<file path="src/rtl/eq_pkg.sv">
// Shared definitions for the equalizer datapath: sequencer state encoding
// and the default geometry used by the sample queue and the band FIR engines.
package eq_pkg;

    localparam int DATA_W      = 16;
    localparam int NTAPS_DEF   = 1021;
    localparam int QDEPTH_DEF  = 1024;
    localparam int FIR_LAT_DEF = 1;

    typedef enum logic [1:0] {
        IDLE = 2'd0,
        RUN  = 2'd1,
        WAIT = 2'd2,
        CAPT = 2'd3
    } seq_state_t;

endpackage

</file>
<file path="src/rtl/fir_tap_ctr.sv">
// Tap counter and circular read-address generator for one FIR run.
// k walks 0..NTAPS-1 and parks on the last tap; rd_addr is (start + k)
// modulo QDEPTH, so it keeps showing the last address used outside a run.
module fir_tap_ctr #(
    parameter  int NTAPS  = 1021,
    parameter  int QDEPTH = 1024,
    localparam int AW     = $clog2(QDEPTH)
) (
    input  logic          clk,
    input  logic          rst,
    input  logic          load,
    input  logic [AW-1:0] start_in,
    input  logic          adv,
    output logic          last,
    output logic [AW-1:0] rd_addr
);

    localparam int          KW = (NTAPS > 1) ? $clog2(NTAPS) : 1;
    localparam logic [AW:0] QD = (AW + 1)'(QDEPTH);

    logic [AW-1:0] start;
    logic [KW-1:0] k;
    logic [AW:0]   sum;

    // Latch the run origin and restart k on load; otherwise step k until the last tap.
    always_ff @(posedge clk) begin
        if (rst) begin
            start <= '0;
            k     <= '0;
        end else if (load) begin
            start <= start_in;
            k     <= '0;
        end else if (adv && !last) begin
            k <= k + 1'b1;
        end
    end

    // Modular address: one extra bit of headroom, fold back by QDEPTH on overflow.
    always_comb begin
        last    = (k == KW'(NTAPS - 1));
        sum     = {1'b0, start} + {{(AW + 1 - KW){1'b0}}, k};
        rd_addr = (sum >= QD) ? AW'(sum - QD) : AW'(sum);
    end

endmodule

</file>
<file path="src/rtl/fir_seq_ctrl.sv">
// Sequencer for one band FIR engine: walks the queue read address over the
// oldest NTAPS samples per request, waits out the engine latency, then
// registers the engine result with a one-cycle valid pulse. One request may
// be held pending during a run; a pending request that gets replaced sets
// the sticky overrun flag.
module fir_seq_ctrl
    import eq_pkg::*;
#(
    parameter  int NTAPS   = NTAPS_DEF,
    parameter  int QDEPTH  = QDEPTH_DEF,
    parameter  int FIR_LAT = FIR_LAT_DEF,
    localparam int AW      = $clog2(QDEPTH)
) (
    input  logic                     clk,
    input  logic                     rst,
    input  logic                     smpl_rdy,
    input  logic                     q_full,
    input  logic [AW-1:0]            wr_ptr,
    input  logic                     clr_ovr,
    input  logic signed [DATA_W-1:0] fir_out,
    output logic                     sequencing,
    output logic [AW-1:0]            rd_addr,
    output logic signed [DATA_W-1:0] smpl_out,
    output logic                     smpl_vld,
    output logic                     busy,
    output logic                     overrun
);

    localparam int WW = (FIR_LAT > 1) ? $clog2(FIR_LAT) : 1;

    seq_state_t    state, state_nxt;
    logic          pend;
    logic [AW-1:0] pend_ptr;
    logic [WW-1:0] wcnt;
    logic          last;
    logic          load;
    logic [AW-1:0] start_sel;
    logic          wait_done;
    logic          consume;
    logic          take_req;
    logic          ovr_set;

    fir_tap_ctr #(
        .NTAPS  (NTAPS),
        .QDEPTH (QDEPTH)
    ) u_tap_ctr (
        .clk      (clk),
        .rst      (rst),
        .load     (load),
        .start_in (start_sel),
        .adv      (state == RUN),
        .last     (last),
        .rd_addr  (rd_addr)
    );

    // Outputs decoded from registered state only.
    assign sequencing = (state == RUN);
    assign busy       = (state != IDLE);
    assign wait_done  = (wcnt == WW'(FIR_LAT - 1));

    // Pending bookkeeping. A request landing in CAPT right after the pend slot
    // was found empty is kept in the slot and started from IDLE on the next
    // cycle, so it is never silently stranded.
    always_comb begin
        consume  = pend && ((state == CAPT) || (state == IDLE));
        take_req = smpl_rdy && ((state != IDLE) || pend);
        ovr_set  = take_req && pend && !consume;
    end

    // Next-state and run-start decode.
    always_comb begin
        state_nxt = state;
        load      = 1'b0;
        start_sel = wr_ptr;
        case (state)
            IDLE: begin
                if (pend) begin
                    load      = 1'b1;
                    start_sel = pend_ptr;
                    state_nxt = RUN;
                end else if (smpl_rdy && q_full) begin
                    load      = 1'b1;
                    start_sel = wr_ptr;
                    state_nxt = RUN;
                end
            end
            RUN: begin
                if (last) state_nxt = WAIT;
            end
            WAIT: begin
                if (wait_done) state_nxt = CAPT;
            end
            CAPT: begin
                if (pend) begin
                    load      = 1'b1;
                    start_sel = pend_ptr;
                    state_nxt = RUN;
                end else begin
                    state_nxt = IDLE;
                end
            end
            default: state_nxt = IDLE;
        endcase
    end

    // State register.
    always_ff @(posedge clk) begin
        if (rst) state <= IDLE;
        else     state <= state_nxt;
    end

    // Engine latency counter, running only while in WAIT.
    always_ff @(posedge clk) begin
        if (rst || (state != WAIT)) wcnt <= '0;
        else                        wcnt <= wcnt + 1'b1;
    end

    // Pending slot: newest request wins, consumed slot frees on run start.
    always_ff @(posedge clk) begin
        if (rst) begin
            pend     <= 1'b0;
            pend_ptr <= '0;
        end else if (take_req) begin
            pend     <= 1'b1;
            pend_ptr <= wr_ptr;
        end else if (consume) begin
            pend     <= 1'b0;
        end
    end

    // Sticky overrun; a new drop wins over a clear in the same cycle.
    always_ff @(posedge clk) begin
        if (rst)          overrun <= 1'b0;
        else if (ovr_set) overrun <= 1'b1;
        else if (clr_ovr) overrun <= 1'b0;
    end

    // Result capture register and valid pulse.
    always_ff @(posedge clk) begin
        if (rst) begin
            smpl_out <= '0;
            smpl_vld <= 1'b0;
        end else begin
            smpl_vld <= (state == CAPT);
            if (state == CAPT) smpl_out <= fir_out;
        end
    end

endmodule

</file>
<file path="config.mk">
export PLATFORM = sky130hd
export DESIGN_NAME = fir_seq_ctrl
export DESIGN_NICKNAME = d
export VERILOG_FILES = /design/src/rtl/eq_pkg.sv /design/src/rtl/fir_tap_ctr.sv /design/src/rtl/fir_seq_ctrl.sv
export SDC_FILE = /design/constraint.sdc
export NUM_CORES = 1
export LEC_CHECK = 0
export CAP_MARGIN = 15
export CORE_AREA = 2 2 80 82
export DETAILED_ROUTE_END_ITERATION = 16
export DIE_AREA = 0 0 82 84
export GPL_ROUTABILITY_DRIVEN = 0
export GPL_TIMING_DRIVEN = 0
export HOLD_SLACK_MARGIN = 0.03
export PLACE_DENSITY = 0.74
export SLEW_MARGIN = 20
export SYNTH_ARGS = -nofsm -noshare
export SYNTH_HDL_FRONTEND = slang
export SYNTH_HIERARCHICAL = 1
export SYNTH_SLANG_ARGS = --single-unit
export TNS_END_PERCENT = 10
</file>
<file path="constraint.sdc">
create_clock -name clk -period 2.3 [get_ports clk]
set_clock_uncertainty 0.1 [all_clocks]
set_input_delay 0.69 -clock clk [delete_from_list [all_inputs] [get_ports clk]]
set_output_delay 0.69 -clock clk [all_outputs]
set_load 0.1 [all_outputs]
</file>
* After elaboration in Yosys (flattened, before gate mapping)
Index checks and enable logic that the tools add are counted. Widths: inputs -> output; s select.
Storage, ports and cells: register bits after elaboration 52, input port bits 31, output and inout bits 30, word-level logic and storage cells 57
Cells by class: add/sub/neg operators 4, $lt $le $gt $ge 1, eq/ne operators 8, mux-type cells 17, reduce and logical (&&, ||, !) cells 18
Operator list (number):
- $mux 10 | 3
- $add 10x10->11 | 1
- $ge 11x11->1 const B | 1
- $add 10x1->10 const B | 1
- $eq 10x10->1 const B | 1
- $sub 10x1->10 const B | 1
- $mux 1 | 8
- $mux 2 | 4
- $pmux 2 s4 | 1
- $logic_and 1x1->1 | 6
- $ne 2x2->1 const B | 3
- $reduce_bool 2->1 | 3
- $eq 2x2->1 const B | 2
- $reduce_or 2->1 | 2
- $logic_or 1x1->1 | 3
- $ne 3x2->1 const B | 1
- $reduce_and 3->1 | 1
- $eq 2x1->1 const B | 1
- $logic_not 1->1 | 2
- $logic_not 2->1 | 1
- $pmux 1 s2 | 1
- $add 1x1->1 const B | 1

* Logic depth before layout (Yosys ltp)
word-level depth 6, gate-level depth with buffers 8, mapped depth without buffers 8

* Cells and area by module
The synthesis kept the hierarchy.
Modules (own cells, without submodules):
- fir_seq_ctrl | times used 1, cells an instance 131, area each 1352.5 sq um, sequential area each 640.6 sq um
- fir_tap_ctr | times used 1, cells an instance 143, area each 1266.2 sq um, sequential area each 400.4 sq um

* Worst setup path after synthesis
No wires, ideal clock.
kind flip-flop to output port, start register u_tap_ctr.k[0], end output rd_addr[8], arrival time 3000 ps, data required time 1510 ps, path slack -1490 ps, stages on the path, launching flop included 8, path buffers 0, cell sequence dfxtp_1 -> ha_1 -> inv_1 -> fa_1 -> nand2b_1 -> a21oi_1 -> a221oi_2 -> xnor2_1
On the way: cells in the longest elaborated chain, start to end 3, elaborated cells between the ends (all ways) 4, those cells by class add/sub: 2; order compare: 1; mux: 1
RTL lines:
- start, declared | RTL line fir_tap_ctr.sv:22 | logic [KW-1:0] k;
- start signal, assigned | RTL line fir_tap_ctr.sv:34 | k <= k + 1'b1;
- $add 10x10->11 * | RTL line fir_tap_ctr.sv:41 | sum = {1'b0, start} + {{(AW + 1 - KW){1'b0}}, k};
- $sub 10x1->10 / $ge 11x11->1 (equally long branches) | RTL line fir_tap_ctr.sv:42 | rd_addr = (sum >= QD) ? AW'(sum - QD) : AW'(sum);
- $mux 10 * | RTL line fir_tap_ctr.sv:42
- end, declared | RTL line fir_seq_ctrl.sv:22 | output logic [AW-1:0] rd_addr,
Every way passes the cells marked *; elsewhere a longest branch is shown, timed or not.

* Final worst setup path
start register u_tap_ctr.start[0], end output rd_addr[8]
On the way: cells in the longest elaborated chain, start to end 3, elaborated cells between the ends (all ways) 4, those cells by class add/sub: 2; order compare: 1; mux: 1
RTL lines:
- start, declared | RTL line fir_tap_ctr.sv:21 | logic [AW-1:0] start;
- start signal, assigned | RTL line fir_tap_ctr.sv:31 | start <= start_in;
- $add 10x10->11 * | RTL line fir_tap_ctr.sv:41
- $sub 10x1->10 / $ge 11x11->1 (equally long branches) | RTL line fir_tap_ctr.sv:42
- $mux 10 * | RTL line fir_tap_ctr.sv:42
Marks and branches as above.

==> results.tsv <==
stage	metric	value	unit
global_routing	antenna_found_initial	0	
setup_path	critical-path-top-delay-family	adder cells	
cells_and_area	final_nets	402	
clock_tree	clkLatencyLatePin	0.31	ns
global_routing	grt_util_all_layers	0.192	
yosys	synth-warning-count	6	
setup_path	worstPathRequired	1.51	ns
detailed_routing	drtIter0Drc	122	
timing	max_slew_margin	0.362	
setup_path	cp_cell_sequence	ha_4 -> inv_2 -> fa_2 -> nand2b_4 -> a21oi_4 -> a221oi_4 -> xnor2_4 -> buf_12	
cells_and_area	synthToLayoutAreaGrowth	49.3	%
clock_tree	clock-root-buffer	clkbuf_8	
yosys	synthCells	274	
global_routing	grt_pass1_vias	2170	
detailed_routing	drtPass1Iterations	4	
detailed_routing	wl	6.45	mm
timing	fmax	355	MHz
global_routing	grt_pass1_wl	10.2	mm
setup_path	endpoint_kind	output pin	
floorplan	die_area	6890	sq um
power	power.density	980	nW/um^2
yosys	synth.area.top_cells	dfxtp_1 (40%), mux2i_1 (15%), ha_1 (8.1%)	
detailed_routing	num_vias	2245	
yosys	syn_nets	323	
setup_path	critPathKind	flip-flop to output pin	
timing	slew_viol_final	0	
placed_design	post-dp-hpwl	4.43	mm
timing	timing.final.crit_share	1.23	
cells_and_area	antenna_cells	0	
cells_and_area	fin_cells	431	
floorplan	core_area	6100	sq um
clock_tree	numCtsBuffers	5	
setup_path	setup.worst_path.start_class	flip-flop	
yosys	ys.flop_type	dfxtp_1	
floorplan	std_cell_rows	29	
timing	period_minus_slack	2.82	ns
placed_design	portBuffers	60	
outcome	status	complete, but fails checks	
clock_tree	cts.clk_slew.worst_paths	0.09	ns
cells_and_area	fin_util	0.641	
detailed_routing	wl_per_cell	15.0	um
detailed_routing	drcViolationCount	0	
setup_path	critPathMaxStageDelay	0.38	ns
setup_path	cp_num_buf_inv	2	
timing	hold_viol	0	
floorplan	ios	61	
yosys	yosysTopAreaCell	dfxtp_1	
setup_path	cp_slowest_cell	dfxtp_4	
global_routing	gr-total-overflow	0	
clock_tree	cts_sinks	52	
cells_and_area	drive_gt1_frac	0.322	
yosys	synth_edf_count	0	
clock_tree	cts_tree	yes	
yosys	ys_types	42	
yosys	synthArstFlopShare	0	
timing	rsz0062_at_grt	true	
hold_path	min_path_type	flip-flop to flip-flop	
clock_tree	cts_max_path_buffers	2	
cells_and_area	fillers	505	
global_routing	grt_max_degree	17	
yosys	syn-mean-instance-area	9.56	sq um
floorplan	die_w	82	um
timing	tightestPinTransition	0.961	ns
run	maxCapViolations	0	
setup_path	worstPathArrival	2.03	ns
setup_path	crit_fanout	2	
timing	finalWorstSetupSlack	-0.520	ns
yosys	synth_top_area_frac	0.398	
power	leakagePower	1.58	nW
detailed_routing	via_per_inst	5.21	
power	ir_worst_vdd	0.827	mV
yosys	synth_area	2620	sq um
floorplan	initial_core_util	0.430	
clock_tree	htree_levels	2	
detailed_routing	ant_nets	0	
outcome	violations	setup timing	
yosys	ys_ff_latch	52	
placed_design	pre_cts_slack	-1.38	ns
timing	finalSetupViolCount	9	
floorplan	fp.dieH	84	um
placed_design	placed_cells	411	
yosys	synth_seq_area_share	0.398	
[placed cells by master, fill, tap and decap left out, types with 2 or more instances in the layout]
cell type and count:
clkbuf_8 5, buf_12 8, o211ai_1 2, ha_4 8, xnor2_4 6, a21oi_1 11, or2_2 2, clkbuf_2 15
ha_2 2, nand2b_1 2, buf_2 2, inv_2 2, mux2_2 10, dfxtp_1 41, ha_1 7, buf_4 15
or3_1 4, nand4_1 2, buf_6 4, a21oi_2 2, mux2i_1 38, dfxtp_4 7, nand3_1 10, a21oi_4 2
inv_1 10, nor2_1 45, clkbuf_1 5, clkdlybuf4s15_2 3, nand2_1 8, clkdlybuf4s50_1 30, o21ai_0 5, xnor2_1 3
dfxtp_2 4, a21o_1 2
[metrics by stage]
stage | instance area (sq um) | hold WS, ns | setup TNS [ns] | total power, W
after floorplan | 2800 | 0.297 | -3.40 | 0.00268
after global placement | 3500 | 0.313 | -12.31 | 0.00305
after detailed placement | 3500 | 0.313 | -12.84 | 0.00308
after CTS | 3930 | 0.326 | -3.13 | 0.00379
after global routing | 3910 | 0.330 | -3.78 | 0.00401
final | 3910 | 0.325 | -3.19 | 0.00383
[routing by layer]
metal | vias up | part of all wire | wire (um) | track usage
li1 | 1107 | - | - | -
met1 | 1071 | 0.43 | 2790 | 0.239
met2 | 57 | 0.52 | 3330 | 0.319
met3 | 10 | 0.030 | 194 | 0.0357
met4 | 0 | 0.021 | 135 | 0.0803
met5 | - | 0 | 0 | 0
[sequential cells by signal, indices dropped and copies added, names as in the netlist]
signal           cells
pend                 1
wcnt                 1
pend_ptr            10
overrun              1
u_tap_ctr/start     10
state                2
smpl_vld             1
smpl_out            16
u_tap_ctr/k         10
[synthesized netlist by cell type, types with 2 or more instances]
cell	n
nand2b_1	3
nor2_1	47
a21oi_1	15
nand3_1	10
buf_2	4
or3_1	4
nand4_1	2
inv_1	12
o211ai_1	2
dfxtp_1	52
xnor2_1	10
buf_4	2
clkbuf_1	4
a21o_1	2
a31oi_1	2
mux2i_1	38
o21ai_0	6
mux2_2	10
xor2_1	2
or2_2	2
nand2_1	8
ha_1	17
[kinds of logic (layout without fill, tap and decap cells)]
logic type,count (synthesis),after routing,share of synthesized area
DFF,52,52,0.398
xor gates and xnor gates,12,12,0.0401
buffers and inverters,22,102,0.0363
muxes,48,48,0.188
AOI/OAI and AO/OA,34,34,0.0870
adders and majority gates,18,18,0.0889
and+or+nand+nor,88,88,0.162
[power by group]
group / internal [W] / total [W] / switching, W
Combinational: 0.000806 / 0.00214 / 0.00133
Sequential: 0.00105 / 0.00117 / 0.000122
Clock: 0.000217 / 0.000528 / 0.000310
Total: 0.00207 / 0.00383 / 0.00176
[final timing paths]
check	from	end	slack [ns]	cells after the start
max reg2reg	u_tap_ctr/k[0]	state[1]	0.09	9
max	u_tap_ctr/start[0]	rd_addr[8]	-0.52	8
min	wcnt	wcnt	0.33	1
min reg2reg	wcnt	wcnt	0.33	1
[area by class of cell]
cell class | count | area [sq um] | share of cell area
buffer | 10 | 58.8 | 0.0150
clock buffer | 6 | 72.6 | 0.0186
clock inverter | 2 | 16.3 | 0.00416
inverter | 12 | 45.0 | 0.0115
multi-input combinational | 200 | 1840 | 0.472
sequential | 52 | 1070 | 0.274
tap | 77 | 96.3 | 0.0246
timing repair buffer | 72 | 703 | 0.180
[timing repair]
action	CTS	global route
pin swaps	18	4
hold buffers	0	0
buffers inserted	11	1
cloned	0	0
endpoints found under the setup margin	35	39
resized for setup	172	31
[worst register-to-register path: stages, from the launching register on]
cell and delay [ns]:
dfxtp_4 0.36, buf_4 0.15, inv_1 0.09, ha_2 0.24
nand4_4 0.16, nor3_4 0.16, inv_1 0.06, a222oi_1 0.47
mux2i_1 0.24, nor2_1 0.05
Power figures use the tool's default switching activity.
